<file path="src/rtl/rr_grant_scheduler_if.sv">
// rr_grant_scheduler_if
//   Request/grant bundle for the round-robin grant scheduler.
//   req     : 4 request lines, bit i belongs to requester i (level-sensitive)
//   gnt     : registered one-hot grant, all-zero when nobody owns the resource
//   gnt_id  : registered index of the current (or most recent) owner
//   expired : one-cycle pulse on the cycle after a hold-timeout release
//
// Handshake: a requester raises req[i] and keeps it high for as long as it
// wants the resource. gnt[i] is the acknowledgment and stays high while the
// requester keeps req[i] high, up to MAX_HOLD cycles. Dropping req[i] is the
// release. There is no valid/ready pair because the grant is not a data transfer.
interface rr_grant_scheduler_if;
  logic [3:0] req;
  logic [3:0] gnt;
  logic [1:0] gnt_id;
  logic       expired;

  modport master (output req, input gnt, input gnt_id, input expired);
  modport slave  (input req, output gnt, output gnt_id, output expired);
endinterface

</file>
<file path="src/rtl/rr_grant_scheduler.sv">
// rr_grant_scheduler
//   Four-requester round-robin arbiter with a bounded hold time and one
//   dead cycle between consecutive grants.
//   clock     : single clock, rising edge
//   reset     : synchronous, active-low
//   bus       : rr_grant_scheduler_if.slave (req in; gnt, gnt_id, expired out)
//   state_dbg : current one-hot FSM state (IDLE=001, GRANT=010, GAP=100)
module rr_grant_scheduler #(
  parameter int unsigned MAX_HOLD = 8
) (
  input  logic                 clock,
  input  logic                 reset,
  rr_grant_scheduler_if.slave  bus,
  output logic [2:0]           state_dbg
);

  typedef enum logic [2:0] {
    IDLE  = 3'b001,
    GRANT = 3'b010,
    GAP   = 3'b100
  } state_t;

  localparam logic [3:0] MAX_HOLD_C = 4'(MAX_HOLD);

  state_t     state;
  logic [1:0] ptr;
  logic [3:0] hold_cnt;

  // Round-robin search: the first set request at or above ptr (mod 4) wins.
  // The loop runs from the farthest candidate down to ptr itself, so the
  // last match written is the closest one.
  logic       win_found;
  logic [1:0] win_id;
  logic [1:0] cand;

  always_comb begin
    win_found = 1'b0;
    win_id    = ptr;
    cand      = ptr;
    for (int k = 3; k >= 0; k--) begin
      cand = ptr + 2'(k);
      if (bus.req[cand]) begin
        win_found = 1'b1;
        win_id    = cand;
      end
    end
  end

  assign state_dbg = state;

  always_ff @(posedge clock) begin
    if (!reset) begin
      state       <= IDLE;
      bus.gnt     <= 4'b0000;
      bus.gnt_id  <= 2'd0;
      bus.expired <= 1'b0;
      hold_cnt    <= 4'd0;
      ptr         <= 2'd0;
    end else begin
      bus.expired <= 1'b0;
      case (state)
        // IDLE and GAP arbitrate the same way; GAP only exists to force the
        // dead cycle after a release.
        IDLE, GAP: begin
          if (win_found) begin
            state      <= GRANT;
            bus.gnt    <= 4'b0001 << win_id;
            bus.gnt_id <= win_id;
            hold_cnt   <= 4'd1;
          end else begin
            state   <= IDLE;
            bus.gnt <= 4'b0000;
          end
        end
        GRANT: begin
          if (bus.req[bus.gnt_id] && (hold_cnt < MAX_HOLD_C)) begin
            hold_cnt <= hold_cnt + 4'd1;
          end else begin
            // Release: voluntary when the owner dropped req (even on the
            // last allowed cycle), forced when it is still requesting.
            state       <= GAP;
            bus.gnt     <= 4'b0000;
            ptr         <= bus.gnt_id + 2'd1;
            hold_cnt    <= 4'd0;
            bus.expired <= bus.req[bus.gnt_id];
          end
        end
        default: begin
          state       <= IDLE;
          bus.gnt     <= 4'b0000;
          bus.expired <= 1'b0;
        end
      endcase
    end
  end

endmodule
</file>
<file path="src/flat_wrapper.sv">
// flat-port wrapper written by rule: the top's interface ports become plain ports
module rr_grant_scheduler_flat 
#(
  parameter int unsigned MAX_HOLD = 8
)
  (clock, reset, state_dbg, bus_req, bus_gnt, bus_gnt_id, bus_expired);
  rr_grant_scheduler_if bus_i ();
  input  logic clock;
  input  logic reset;
  output logic [2:0] state_dbg;
  input wire logic [$bits(bus_i.req)-1:0] bus_req;
  output wire logic [$bits(bus_i.gnt)-1:0] bus_gnt;
  output wire logic [$bits(bus_i.gnt_id)-1:0] bus_gnt_id;
  output wire logic [$bits(bus_i.expired)-1:0] bus_expired;
  assign bus_i.req = bus_req;
  assign bus_gnt = bus_i.gnt;
  assign bus_gnt_id = bus_i.gnt_id;
  assign bus_expired = bus_i.expired;
  rr_grant_scheduler #(.MAX_HOLD(MAX_HOLD)) u_core (.clock(clock), .reset(reset), .bus(bus_i), .state_dbg(state_dbg));
endmodule
</file>
<file path="config.mk">
export PLATFORM = sky130hd
export DESIGN_NAME = rr_grant_scheduler_flat
export DESIGN_NICKNAME = d
export VERILOG_FILES = /design/src/rtl/rr_grant_scheduler_if.sv /design/src/rtl/rr_grant_scheduler.sv /design/src/flat_wrapper.sv
export SDC_FILE = /design/constraint.sdc
export NUM_CORES = 1
export LEC_CHECK = 0
export CELL_PAD_IN_SITES_DETAIL_PLACEMENT = 2
export CELL_PAD_IN_SITES_GLOBAL_PLACEMENT = 2
export CORE_MARGIN = 4
export CORE_UTILIZATION = 30
export CTS_CLUSTER_DIAMETER = 80
export CTS_CLUSTER_SIZE = 40
export DETAILED_ROUTE_END_ITERATION = 10
export GPL_ROUTABILITY_DRIVEN = 0
export PLACE_DENSITY = 0.77
export SLEW_MARGIN = 20
export SYNTH_ARGS = -nofsm -noshare
export SYNTH_HDL_FRONTEND = slang
export SYNTH_SLANG_ARGS = --single-unit
export TNS_END_PERCENT = 30
</file>
<file path="constraint.sdc">
create_clock -name clock -period 1.8 [get_ports clock]
set_input_delay 0.27 -clock clock [delete_from_list [all_inputs] [get_ports clock]]
set_output_delay 0.27 -clock clock [all_outputs]
set_load 0.03 [all_outputs]
</file>
Word-level counts from Yosys, hierarchy flattened

Cells that the tools add are included.

Register bits: 16
Output and inout bits: 10
Bits of input ports: 6
Word-level logic and storage cells: 60

Order comparisons: 6
Shift operators: 1
Bitwise gates (word level): 3
Eq/ne operators: 5
Muxes and demuxes: 27
Reduce and logical (&&, ||, !) cells: 7
$add $sub $neg: 5

Operator list:

| operator            | count |
|---|---|
| $mux 4              | 4 |
| $pmux 4 s2          | 2 |
| $lt 2x3->1 const B  | 5 |
| $bmux 1 s2          | 5 |
| $mux 2              | 5 |
| $mux 1              | 9 |
| $pmux 3 s2          | 1 |
| $reduce_and 2->1    | 3 |
| $add 2x1->2 const B | 2 |
| $add 2x2->2 const B | 2 |
| $add 4x1->4 const B | 1 |
| $lt 4x4->1 const B  | 1 |
| $shl 1x2->4 const A | 1 |
| $eq 3x1->1 const B  | 1 |
| $eq 3x2->1 const B  | 1 |
| $eq 3x3->1 const B  | 1 |
| $mux 3              | 1 |
| $not 1->1           | 3 |
| $reduce_or 3->1     | 1 |
| $ne 2x1->1 const B  | 1 |
| $ne 2x2->1 const B  | 1 |
| $reduce_bool 2->1   | 1 |
| $reduce_or 2->1     | 1 |
| $logic_and 1x1->1   | 1 |

Logic depth before layout (Yosys ltp)

Gate-level depths: netlist of run 1.

Depth after elaboration: 10
Mapped depth: 6
Mapped depth without buffers: 4

Least setup slack after synthesis of run 1

No wires, ideal clock.

Path kind: register -> register
From: register u_core.bus.gnt_id[0]
To: register u_core.bus.gnt[0]
Arrival time: 1.676 ns
Data required time: 1.683 ns
Period minus slack after synthesis: 1.794 ns
Stages on the path, launching flop included: 5
Buffers on the path: 0
Slack: 0.006 ns
Setup time: 0.117 ns
Cell sequence: dfxtp_1 -> mux4_2 -> and2_4 -> and3_4 -> a32o_1

Longest elaborated chain between the ends: 4

RTL lines:

| what                         | RTL line                    | source |
|---|---|---|
| start, declared              | rr_grant_scheduler_if.sv:19 | `modport slave (input req, output gnt, output gnt_id, output expired);` |
| start signal, assigned       | rr_grant_scheduler.sv:68    | `bus.gnt_id <= win_id;` |
| $bmux 1 s2                   | rr_grant_scheduler.sv:76    | `if (bus.req[bus.gnt_id] && (hold_cnt < MAX_HOLD_C)) begin` |
| $mux 1 (implied by the code) | rr_grant_scheduler.sv:76    |  |
| $logic_and 1x1->1            | rr_grant_scheduler.sv:76    |  |
| $ne 2x2->1 (no line)         | n/a                         |  |
| end signal, assigned         | rr_grant_scheduler.sv:67    | `bus.gnt <= 4'b0001 << win_id;` |
| end, declared                | rr_grant_scheduler_if.sv:19 |  |

No other way between the ends. The select of a mux whose other input is x is not followed.
A chain may end at the register's enable or synchronous reset.

Final worst setup path of run 1

From: register u_core.bus.gnt_id[1]
To: output bus_gnt_id[1]

RTL lines:

| what          | RTL line           | source |
|---|---|---|
| end, declared | flat_wrapper.sv:13 | `output wire logic [$bits(bus_i.gnt_id)-1:0] bus_gnt_id;` |

No word-level cell between the ends.

==> out/results.ini, run 1 <==
[logic_synthesis]
netlist_instances = 83
synth-edff-count = 0
synth-main-ff-cell = dfxtp_1
yosys_warnings = 0
post_synth.cell_area_avg_sq_um = 9.60
synth.distinct_cells = 36
netlist.area_leader.share_pct = 40.2
synth.ff_latch_count = 16
synth_area_leaders = dfxtp_1 (40%), a32o_1 (5.0%), o21bai_1 (3.8%), nor2b_1 (3.1%), o21ai_0 (3.1%)
synth-seq-area-share_pct = 40.2
synth.cell_area_sq_um = 797
yosysTopAreaCell = dfxtp_1
postSynthNetCount = 90
async_flop_share_pct = 0

[clock_network]
clock_latency_ns = 0.29
clock_tree.htree_level_count = 1
clk_tree_root_cell = clkbuf_4
numCtsBuffers = 3
clk_transition_reported_paths_ns = 0.10
cts_tree = done
maximum_clock_path_buffer_count = 2
clock-sinks = 16
holdBufCountCts = 0

[worst_setup_path]
crit_arrival_ns = 1.45
critPathSlowestCell = clkdlybuf4s50_1
cpLargestDelayFamily = buffers and inverters
slowest_stage_delay_on_critical_path_ns = 0.71
worst_ep_required_ns = 1.53
critical_path_buf_inv_count = 1
critical_path_depth = 1
cp-start-kind = register
critical_path_peak_fanout = 5
r2r.worst_path.cells = 4
timing.critical_path.cells = clkdlybuf4s50_1
crit_path_end_kind = output port
critical_path_class = reg -> out

[finish]
fill_cells = 288
final_nets = 123
num_antenna_cells = 0
layout.cells.most_common_list = buf_4 (16), dfxtp_1 (16), clkdlybuf4s50_1 (14), nand2_1 (5), o21ai_0 (5)
fin_cells = 145
area_growth_syn_to_layout_pct = 41.1
fraction_of_layout_cells_with_a_size_suffix_above_1_pct = 24.3

[timing]
post-route-worst-setup-slack_ns = 0.0815
final.setup_skew_ns = 0.00809
grt_setup_unrepaired = no
post_route_minimum_period_ns = 1.72
finalHoldViolCount = 0
report.final.slew_viol_count = 0
post-route-period-util_pct = 95.5
worst_pin_slew_ns = 0.536
slew-limit-headroom_pct = 64.1
maxClockFrequency_mhz = 582
setup_viol_count_final = 0

[min_path]
whs_path_depth = 2
hp-class = reg -> reg

[global_route]
wire_length_of_the_first_global_routing_pass_um = 4190
number_of_global_route_vias_before_repair = 860
grt_start_max_net_pins = 10
grtUsageTotal_pct = 15.6
grt_overflow_total = 0
antenna_found_initial = 0

[die]
initial_core_util_pct = 31.9
design.core.area_sq_um = 2500
die_h_um = 59.5
core.rowCount = 18
floorplan.die_area_sq_um = 3550
fp.dieW_um = 59.5
pin_count = 16

[routing]
drcViolationCount = 0
ant_nets = 0
vias = 773
dr.pass1.iters = 2
first_iter_violations = 3
wire_per_inst_um = 16.7
route.detailed.vias_per_inst = 5.33
totalWireLength_um = 2430

[power_and_ir_drop]
power.density_cell_area_nw_per_um2 = 867
vdd.ir_drop.worst_uv = 395
static-leakage-power_nw = 0.467

[placed_design]
i_o_buffers = 15
dpl.cell_count = 141
detailedPlace.worstSlack_ns = -0.166
hpwl_um = 1940

[job]
timing.max_cap.violations = 0

[run_status]
status = completed

[synthesized netlist by cell type, types with 2 or more instances]
master,instances
xor2_1,2
o21bai_1,4
a32o_1,4
nor2_1,2
nor2b_1,4
nand2_1,5
o211a_1,2
nand3_1,3
nand4_1,2
a21oi_1,4
and2_1,2
dfxtp_1,16
nor3_1,2
a21boi_0,3
o21ai_0,5
o211ai_1,2
clkbuf_1,2
[report_power, final]
part | total [mW] | internal [mW] | switching, mW
clock | 0.246 | 0.123 | 0.122
sequential | 0.417 | 0.385 | 0.0325
combinational | 0.312 | 0.154 | 0.158
[per-layer routing]
metal	up-vias	global-route usage (%)	wire, um
met2	12	28.5	1280
met3	2	2.83	65
met4	0	2.85	19
met1	383	19.1	1070
li1	376	-	-
met5	-	0	0
[layout make-up]
class / instances / area [sq um] / area share (%)
tap: 30 / 37.5 / 3.34
timing repair buffer: 31 / 273 / 24.2
multi-input combinational: 63 / 454 / 40.4
inverter: 1 / 3.75 / 0.334
clock buffer: 4 / 36.3 / 3.23
sequential: 16 / 320 / 28.5
[cell families (layout without fill, tap and decap cells)]
| group | after synthesis | after routing | share of synthesized area, % |
|---|---|---|---|
| compound gates | 27 | 27 | 24.8 |
| xor+xnor | 3 | 3 | 3.30 |
| fa+ha+maj | 1 | 1 | 1.57 |
| buf+inv | 4 | 36 | 2.83 |
| flops | 16 | 16 | 40.2 |
| mux | 2 | 2 | 4.08 |
| simple gates | 30 | 30 | 23.2 |
[state kept, by name, summed over array words and instances (netlist names)]
register            cells
u_core.ptr              2
u_core.bus.gnt_id       2
u_core.bus.expired      1
u_core.bus.gnt          4
u_core.hold_cnt         4
u_core.state_dbg        3
[final timing paths]
kind / from / end / slack [ns]
max: u_core.bus.gnt_id[1]$_SDFFE_PN0P_ / bus_gnt_id[1] / 0.08
min: u_core.hold_cnt[3]$_SDFFE_PN0P_ / u_core.hold_cnt[3]$_SDFFE_PN0P_ / 0.49
max reg2reg: u_core.bus.gnt_id[0]$_SDFFE_PN0P_ / u_core.bus.gnt[1]$_SDFFE_PN0P_ / 0.19
min reg2reg: u_core.hold_cnt[3]$_SDFFE_PN0P_ / u_core.hold_cnt[3]$_SDFFE_PN0P_ / 0.49
[through the flow]
stage	cell area (sq um)	hold slack [ns]	util [%]	setup TNS, ns	power, mW
after CTS	1120	0.493	44.9	0	0.992
final	1120	0.490	45.0	0	0.975
after floorplan	797	0.453	-	0	0.592
after detailed placement	1090	0.471	43.4	-1.53	0.741
after global routing	1120	0.520	45.0	0	1.04
after global placement	1090	0.456	43.4	-1.02	0.725
[repair_timing]
item	in CTS	in global routing
endpoints found under the hold margin	0	0
endpoints found under the setup margin	0	1
resized for setup	0	1
setup buffers	0	0
(Power assumes the default switching activity.)
==> run 2: changes to the inputs <==
- CAP_MARGIN: unset -> 10
==> results of run 2 <==
The final DEF is identical to that of run 1; final timing and power are the same.
